**config.mk**
```make
export PLATFORM = sky130hd
export DESIGN_NAME = vga_timing_gen_flat
export DESIGN_NICKNAME = d
export VERILOG_FILES = /design/src/rtl/vga_pkg.sv /design/src/rtl/vga_timing_gen_if.sv /design/src/rtl/vga_axis_counter.sv /design/src/rtl/vga_timing_gen.sv /design/src/flat_wrapper.sv
export SDC_FILE = /design/constraint.sdc
export NUM_CORES = 1
export LEC_CHECK = 0
export BUFFER_PORTS_ARGS = -buffer_cell sky130_fd_sc_hd__clkbuf_2
export CORE_ASPECT_RATIO = 0.75
export CORE_MARGIN = 1
export CORE_UTILIZATION = 25
export DETAILED_ROUTE_END_ITERATION = 10
export PLACE_DENSITY_LB_ADDON = 0.12
export SLEW_MARGIN = 20
export SYNTH_ARGS = -nofsm -noshare
export SYNTH_HDL_FRONTEND = slang
export SYNTH_SLANG_ARGS = --single-unit
```
**constraint.sdc**
```tcl
create_clock -name clk -period 3.8 [get_ports clk]
set_input_delay 0.76 -clock clk [delete_from_list [all_inputs] [get_ports clk]]
set_output_delay 0.76 -clock clk [all_outputs]
set_load 0.005 [all_outputs]
```
**src/rtl/vga_pkg.sv**
```systemverilog
// Shared constants for the VGA raster generator: standard mode timings and
// test-pattern codes.
package vga_pkg;

    // 640x480 @ 60 Hz, 25.175 MHz pixel clock, both syncs active-low
    localparam int  VGA640_H_ACTIVE = 640;
    localparam int  VGA640_H_FP     = 16;
    localparam int  VGA640_H_SYNC   = 96;
    localparam int  VGA640_H_BP     = 48;
    localparam int  VGA640_V_ACTIVE = 480;
    localparam int  VGA640_V_FP     = 10;
    localparam int  VGA640_V_SYNC   = 2;
    localparam int  VGA640_V_BP     = 33;
    localparam bit  VGA640_HS_POL   = 1'b0;
    localparam bit  VGA640_VS_POL   = 1'b0;

    // 800x600 @ 60 Hz, 40 MHz pixel clock, both syncs active-high
    localparam int  SVGA800_H_ACTIVE = 800;
    localparam int  SVGA800_H_FP     = 40;
    localparam int  SVGA800_H_SYNC   = 128;
    localparam int  SVGA800_H_BP     = 88;
    localparam int  SVGA800_V_ACTIVE = 600;
    localparam int  SVGA800_V_FP     = 1;
    localparam int  SVGA800_V_SYNC   = 4;
    localparam int  SVGA800_V_BP     = 23;
    localparam bit  SVGA800_HS_POL   = 1'b1;
    localparam bit  SVGA800_VS_POL   = 1'b1;

    typedef enum logic [1:0] {
        PAT_OFF   = 2'd0,
        PAT_WHITE = 2'd1,
        PAT_BARS  = 2'd2,
        PAT_CHECK = 2'd3
    } pattern_e;

    function automatic int axis_total(input int active, input int fp,
                                      input int sync, input int bp);
        return active + fp + sync + bp;
    endfunction

endpackage

```
**src/rtl/vga_timing_gen_if.sv**
```systemverilog
// Raster bus between the timing generator (master) and whatever consumes the
// sync/pixel stream and supplies enable and pattern selection (slave).
interface vga_timing_gen_if #(
    parameter int CW     = 10,
    parameter int N_LEDS = 2
);
    logic              en;
    logic [1:0]        pattern_sel;
    logic              hsync;
    logic              vsync;
    logic              de;
    logic [CW-1:0]     x;
    logic [CW-1:0]     y;
    logic [2:0]        rgb;
    logic              line_start;
    logic              frame_start;
    logic [N_LEDS-1:0] leds;

    modport master (
        input  en, pattern_sel,
        output hsync, vsync, de, x, y, rgb, line_start, frame_start, leds
    );

    modport slave (
        output en, pattern_sel,
        input  hsync, vsync, de, x, y, rgb, line_start, frame_start, leds
    );
endinterface

```
**src/rtl/vga_axis_counter.sv**
```systemverilog
// One raster axis: wrapping position counter with active-region and
// sync-window flags decoded from the current count.
module vga_axis_counter
    import vga_pkg::*;
#(
    parameter int ACTIVE = 640,
    parameter int FP     = 16,
    parameter int SYNC   = 96,
    parameter int BP     = 48,
    parameter int CW     = 10
) (
    input  logic          clk,
    input  logic          rst,
    input  logic          en_i,
    output logic [CW-1:0] cnt_o,
    output logic          wrap_o,
    output logic          active_o,
    output logic          sync_o
);

    localparam int          TOTAL     = axis_total(ACTIVE, FP, SYNC, BP);
    localparam logic [31:0] LAST_U    = 32'(TOTAL - 1);
    localparam logic [31:0] ACTIVE_U  = 32'(ACTIVE);
    localparam logic [31:0] SYNC_LO_U = 32'(ACTIVE + FP);
    localparam logic [31:0] SYNC_HI_U = 32'(ACTIVE + FP + SYNC);

    if (TOTAL - 1 > (2 ** CW) - 1) begin : g_range_err
        $error("vga_axis_counter: total %0d does not fit in %0d bits", TOTAL, CW);
    end

    logic [CW-1:0] cnt_q, cnt_d;
    logic [31:0]   cnt_u;

    assign cnt_u    = 32'(cnt_q);
    assign cnt_o    = cnt_q;
    assign wrap_o   = (cnt_u == LAST_U);
    assign active_o = (cnt_u < ACTIVE_U);
    assign sync_o   = (cnt_u >= SYNC_LO_U) && (cnt_u < SYNC_HI_U);

    always_comb begin
        cnt_d = cnt_q;
        if (en_i) begin
            cnt_d = wrap_o ? '0 : cnt_q + CW'(1);
        end
    end

    always_ff @(posedge clk or posedge rst) begin
        if (rst) begin
            cnt_q <= '0;
        end else begin
            cnt_q <= cnt_d;
        end
    end

endmodule

```
**src/rtl/vga_timing_gen.sv**
```systemverilog
// VGA raster timing generator with registered sync/DE/coordinate outputs,
// frame-latched test patterns and a frame-group heartbeat counter on LEDs.
module vga_timing_gen
    import vga_pkg::*;
#(
    parameter int H_ACTIVE     = 640,
    parameter int H_FP         = 16,
    parameter int H_SYNC       = 96,
    parameter int H_BP         = 48,
    parameter int V_ACTIVE     = 480,
    parameter int V_FP         = 10,
    parameter int V_SYNC       = 2,
    parameter int V_BP         = 33,
    parameter bit HS_POL       = 1'b0,
    parameter bit VS_POL       = 1'b0,
    parameter int CW           = 10,
    parameter int BAR_SHIFT    = 7,
    parameter int CHK_SHIFT    = 5,
    parameter int N_LEDS       = 2,
    parameter int BLINK_FRAMES = 30
) (
    input  logic            clk,
    input  logic            rst,
    vga_timing_gen_if.master bus
);

    localparam int            FW        = (BLINK_FRAMES > 1) ? $clog2(BLINK_FRAMES) : 1;
    localparam logic [FW-1:0] FCNT_LAST = FW'(BLINK_FRAMES - 1);

    logic [CW-1:0] hc, vc;
    logic          h_wrap, h_active, h_sync;
    logic          v_wrap_unused, v_active, v_sync;

    vga_axis_counter #(
        .ACTIVE(H_ACTIVE), .FP(H_FP), .SYNC(H_SYNC), .BP(H_BP), .CW(CW)
    ) u_h_axis (
        .clk      (clk),
        .rst      (rst),
        .en_i     (bus.en),
        .cnt_o    (hc),
        .wrap_o   (h_wrap),
        .active_o (h_active),
        .sync_o   (h_sync)
    );

    vga_axis_counter #(
        .ACTIVE(V_ACTIVE), .FP(V_FP), .SYNC(V_SYNC), .BP(V_BP), .CW(CW)
    ) u_v_axis (
        .clk      (clk),
        .rst      (rst),
        .en_i     (bus.en && h_wrap),
        .cnt_o    (vc),
        .wrap_o   (v_wrap_unused),
        .active_o (v_active),
        .sync_o   (v_sync)
    );

    logic              de_q, de_d;
    logic [CW-1:0]     x_q, x_d, y_q, y_d;
    logic [2:0]        rgb_q, rgb_d;
    logic              hs_q, hs_d, vs_q, vs_d;
    logic              ls_q, ls_d, fs_q, fs_d;
    pattern_e          pat_q, pat_d;
    logic [FW-1:0]     fcnt_q, fcnt_d;
    logic [N_LEDS-1:0] leds_q, leds_d;
    logic              counting_q, counting_d;

    logic              origin;
    pattern_e          pat_cur;
    logic [2:0]        rgb_pat;

    always_comb begin
        de_d       = de_q;
        x_d        = x_q;
        y_d        = y_q;
        rgb_d      = rgb_q;
        hs_d       = hs_q;
        vs_d       = vs_q;
        ls_d       = 1'b0;
        fs_d       = 1'b0;
        pat_d      = pat_q;
        fcnt_d     = fcnt_q;
        leds_d     = leds_q;
        counting_d = counting_q;

        origin  = (hc == '0) && (vc == '0);
        // The pixel at (0,0) already uses the newly latched pattern
        pat_cur = origin ? pattern_e'(bus.pattern_sel) : pat_q;

        case (pat_cur)
            PAT_WHITE: rgb_pat = 3'b111;
            PAT_BARS:  rgb_pat = hc[BAR_SHIFT+2 -: 3];
            PAT_CHECK: rgb_pat = {3{hc[CHK_SHIFT] ^ vc[CHK_SHIFT]}};
            default:   rgb_pat = 3'b000;
        endcase

        if (bus.en) begin
            de_d  = h_active && v_active;
            x_d   = de_d ? hc : '0;
            y_d   = de_d ? vc : '0;
            rgb_d = de_d ? rgb_pat : 3'b000;
            hs_d  = h_sync ? HS_POL : ~HS_POL;
            vs_d  = v_sync ? VS_POL : ~VS_POL;
            ls_d  = (hc == '0);
            fs_d  = origin;

            if (origin) begin
                pat_d = pat_cur;
                // The frame that starts right after reset has not completed one
                if (!counting_q) begin
                    counting_d = 1'b1;
                end else if (fcnt_q == FCNT_LAST) begin
                    fcnt_d = '0;
                    leds_d = leds_q + N_LEDS'(1);
                end else begin
                    fcnt_d = fcnt_q + FW'(1);
                end
            end
        end
    end

    always_ff @(posedge clk or posedge rst) begin
        if (rst) begin
            de_q       <= 1'b0;
            x_q        <= '0;
            y_q        <= '0;
            rgb_q      <= 3'b000;
            hs_q       <= ~HS_POL;
            vs_q       <= ~VS_POL;
            ls_q       <= 1'b0;
            fs_q       <= 1'b0;
            pat_q      <= PAT_OFF;
            fcnt_q     <= '0;
            leds_q     <= '0;
            counting_q <= 1'b0;
        end else begin
            de_q       <= de_d;
            x_q        <= x_d;
            y_q        <= y_d;
            rgb_q      <= rgb_d;
            hs_q       <= hs_d;
            vs_q       <= vs_d;
            ls_q       <= ls_d;
            fs_q       <= fs_d;
            pat_q      <= pat_d;
            fcnt_q     <= fcnt_d;
            leds_q     <= leds_d;
            counting_q <= counting_d;
        end
    end

    assign bus.de          = de_q;
    assign bus.x           = x_q;
    assign bus.y           = y_q;
    assign bus.rgb         = rgb_q;
    assign bus.hsync       = hs_q;
    assign bus.vsync       = vs_q;
    assign bus.line_start  = ls_q;
    assign bus.frame_start = fs_q;
    assign bus.leds        = leds_q;

endmodule
```
**src/flat_wrapper.sv**
```systemverilog
// flat-port wrapper written by rule: the top's interface ports become plain ports
module vga_timing_gen_flat import vga_pkg::*;
#(
    parameter int H_ACTIVE     = 640,
    parameter int H_FP         = 16,
    parameter int H_SYNC       = 96,
    parameter int H_BP         = 48,
    parameter int V_ACTIVE     = 480,
    parameter int V_FP         = 10,
    parameter int V_SYNC       = 2,
    parameter int V_BP         = 33,
    parameter bit HS_POL       = 1'b0,
    parameter bit VS_POL       = 1'b0,
    parameter int CW           = 10,
    parameter int BAR_SHIFT    = 7,
    parameter int CHK_SHIFT    = 5,
    parameter int N_LEDS       = 2,
    parameter int BLINK_FRAMES = 30
)
  (clk, rst, bus_en, bus_pattern_sel, bus_hsync, bus_vsync, bus_de, bus_x, bus_y, bus_rgb, bus_line_start, bus_frame_start, bus_leds);
  vga_timing_gen_if #(.CW(CW), .N_LEDS(N_LEDS)) bus_i ();
  input  logic clk;
  input  logic rst;
  input wire logic [$bits(bus_i.en)-1:0] bus_en;
  input wire logic [$bits(bus_i.pattern_sel)-1:0] bus_pattern_sel;
  output wire logic [$bits(bus_i.hsync)-1:0] bus_hsync;
  output wire logic [$bits(bus_i.vsync)-1:0] bus_vsync;
  output wire logic [$bits(bus_i.de)-1:0] bus_de;
  output wire logic [$bits(bus_i.x)-1:0] bus_x;
  output wire logic [$bits(bus_i.y)-1:0] bus_y;
  output wire logic [$bits(bus_i.rgb)-1:0] bus_rgb;
  output wire logic [$bits(bus_i.line_start)-1:0] bus_line_start;
  output wire logic [$bits(bus_i.frame_start)-1:0] bus_frame_start;
  output wire logic [$bits(bus_i.leds)-1:0] bus_leds;
  assign bus_i.en = bus_en;
  assign bus_i.pattern_sel = bus_pattern_sel;
  assign bus_hsync = bus_i.hsync;
  assign bus_vsync = bus_i.vsync;
  assign bus_de = bus_i.de;
  assign bus_x = bus_i.x;
  assign bus_y = bus_i.y;
  assign bus_rgb = bus_i.rgb;
  assign bus_line_start = bus_i.line_start;
  assign bus_frame_start = bus_i.frame_start;
  assign bus_leds = bus_i.leds;
  vga_timing_gen #(.H_ACTIVE(H_ACTIVE), .H_FP(H_FP), .H_SYNC(H_SYNC), .H_BP(H_BP), .V_ACTIVE(V_ACTIVE), .V_FP(V_FP), .V_SYNC(V_SYNC), .V_BP(V_BP), .HS_POL(HS_POL), .VS_POL(VS_POL), .CW(CW), .BAR_SHIFT(BAR_SHIFT), .CHK_SHIFT(CHK_SHIFT), .N_LEDS(N_LEDS), .BLINK_FRAMES(BLINK_FRAMES)) u_core (.clk(clk), .rst(rst), .bus(bus_i));
endmodule
```
==> results.ini <==
[outcome]
status=finished clean

[timing]
rsz0062_at_grt=no
final_max_slew_viol_count=0
period_share_pct=59.3
worst_pin_slew_ns=0.934
min_period_ns=2.25
tns_ns=0
finalSetupViolCount=0
timing.fmax_mhz=444
hold_viol=0
fin_worst_skew_ns=0.00354
max_slew_margin_pct=37.7

[placed_design]
gp_congestion=0.783
hpwlAfterDp_um=4610
io_buffers=34

[min_path]
hold_path_class=reg2reg
worstHoldPathCells=1

[clock_tree]
cts_tree=done
clockBufferDepth=2
ctsResizeCount=0
cts_buffers=9
cts.sink_count=58
clkTransAtPathRegs_ns=0.05
post-cts-setup-buffers=0
cts-root-buf=clkbuf_16
ctsHoldBuffers=0
insertion_delay_ns=0.33
htreeDepth=3

[finish]
layout-drive-gt1-share_pct=25.0
n_antenna_cell=0
fillCellCount=1140
fin_util_pct=30.9
syn_to_final_growth_pct=20.4
final_nets=294

[setup_path]
cp_slowest_stage_delay_ns=0.65
ff2ff_path_depth=5
crit_type=in2reg
arrival_ns=2.47
critPathSlowestCell=nor3_4
crit_family=simple AND/OR/NAND/NOR gates
path_cells=clkbuf_2 -> nand4_1 -> nor3_4 -> o21ai_1 -> a22o_1
end_kind=flop
crit_fanout=16
cp_num_buf_inv=1
crit_required_ns=4.01
cp-start-kind=input pin
crit_cells=5

[route]
viasPerCell=4.85
wl_um=6770
vias=2076
antenna_left=0
wire_per_inst_um=15.8
firstDrtPassIters=4
drtIter0Drc=136
drc=0

[yosys]
avgSynthCellArea_um2=11.3
synth_seq_cells=58
ys_types=52
syn_nets=259
synth_most_common_cell=dfrtp_1
synth_common_cells=dfrtp_1, a22o_1, o21ai_0
netlist.area_leader.share_pct=50.1
ys_warn_count=0
synthFlopType=dfrtp_1
synthesis.area_um2=2800
netlist_instances=248
ys_async_sr_fraction_pct=100
synth_edf_count=0
netlist.top_cell.by_area=dfrtp_1
yosysSeqAreaShare_pct=51.9
netlist_top_cells_area=dfrtp_1, a22o_1, xnor2_1

[floorplan]
rows=33
die_y_um=93.6
die-area_um2=11600
start_util_pct=25.7
pin_count=35
die_w_um=124
coreArea_um2=10900

[grt]
grt_usage_pct=13.3
antenna_found_initial=0
grt_overflow_total=0
grt_pass1_wl_um=11300
grt_pass1_vias=2058
grt_max_degree=48

[run]
maxCapViolCount=0

[pwr]
power_leakage_nw=1.53
pwr_density_cell_nw_per_um2=522
vdd_drop_max_mv=0.210

## cell usage in the layout, fill, tap and decap left out, drive strengths merged, types with 4 or more instances in the layout
cell type / netlist / routed
ha: 6 / 6
inv: 12 / 11
clkbuf: 7 / 48
o21ai: 16 / 16
dfrtp: 56 / 56
nor2: 12 / 12
and3: 10 / 10
a32o: 4 / 4
clkinv: 1 / 4
a31oi: 4 / 4
nand3: 12 / 12
nand4: 7 / 7
a22o: 19 / 19
nor3: 8 / 8
nand2: 11 / 11
nor4: 7 / 7
nor2b: 4 / 4
a21oi: 5 / 5
xnor2: 11 / 11
o31ai: 4 / 4
## metrics by stage
step                      std cells  setup WS, ns  hold slack [ns]  area, µm²  power [mW]
after CTS                       428          1.55            0.480       3370        1.79
final                           428          1.55            0.478       3370        1.76
after global placement          412          1.30            0.458       3090        1.02
after floorplan                 248          1.62            0.462       2800       0.932
after detailed placement        412          1.19            0.469       3090        1.01
after global routing            428          1.37            0.491       3370        1.86
## state kept, by name, summed over array words and instances (netlist names)
signal and count:
u_core.bus.x 10, u_core.bus.y 10, u_core.u_h_axis.cnt_o 10, u_core.u_v_axis.cnt_o 10
u_core.fcnt_q 5, u_core.bus.rgb 3, u_core.bus.leds 2, u_core.pat_q 2
u_core.bus.de 1, u_core.bus.frame_start 1, u_core.bus.hsync 1, u_core.bus.line_start 1
u_core.bus.vsync 1, u_core.counting_q 1
## metal layers
metal  part of all wire, %  vias to the layer above  GRT usage (%)
li1                      -                      995              -
met3                   5.0                       10           4.70
met5                     0                        -              0
met2                    43                       36           18.6
met1                    51                     1035           18.5
met4                   1.5                        0           4.76
## worst paths after layout
check / start / endpoint / slack, ns
min in group asynchronous: rst / u_core.u_v_axis.cnt_o[6]$_DFFE_PP0P_ / 0.55
max in group asynchronous: rst / u_core.bus.x[2]$_DFFE_PP0P_ / 2.62
setup reg to reg: u_core.u_h_axis.cnt_o[0]$_DFFE_PP0P_ / u_core.u_h_axis.cnt_o[9]$_DFFE_PP0P_ / 1.69
hold reg to reg: u_core.bus.de$_DFFE_PP0P_ / u_core.bus.de$_DFFE_PP0P_ / 0.48
hold / removal: u_core.bus.de$_DFFE_PP0P_ / u_core.bus.de$_DFFE_PP0P_ / 0.48
setup / recovery: bus_en / u_core.u_h_axis.cnt_o[9]$_DFFE_PP0P_ / 1.55
## cell type report
class / count / area (µm²) / share of cell area, %
clock inverter: 2 / 10.0 / 0.297
tap: 140 / 175 / 5.20
clock buffer: 14 / 274 / 8.13
timing repair buffer: 37 / 193 / 5.72
multi-input combinational: 164 / 1210 / 36.0
inverter: 13 / 50.0 / 1.48
sequential: 58 / 1450 / 43.1
## power breakdown
group	internal (mW)	switching, mW
logic	0.109	0.120
clock network	0.492	0.272
registers	0.681	0.0881
total	1.28	0.479
## cells by family (layout without fill, tap and decap cells)
kind of cell,count (synthesis),count (layout),synth area share (%)
buffers and inverters,26,66,4.65
AO/OA/AOI/OAI,62,62,16.3
XOR/XNOR,14,14,4.38
multiplexers,4,4,1.70
AND/OR/NAND/NOR,78,78,18.4
adder cells (fa/ha/maj),6,6,2.68
flip-flops,58,58,51.9
(Power assumes the default switching activity.)
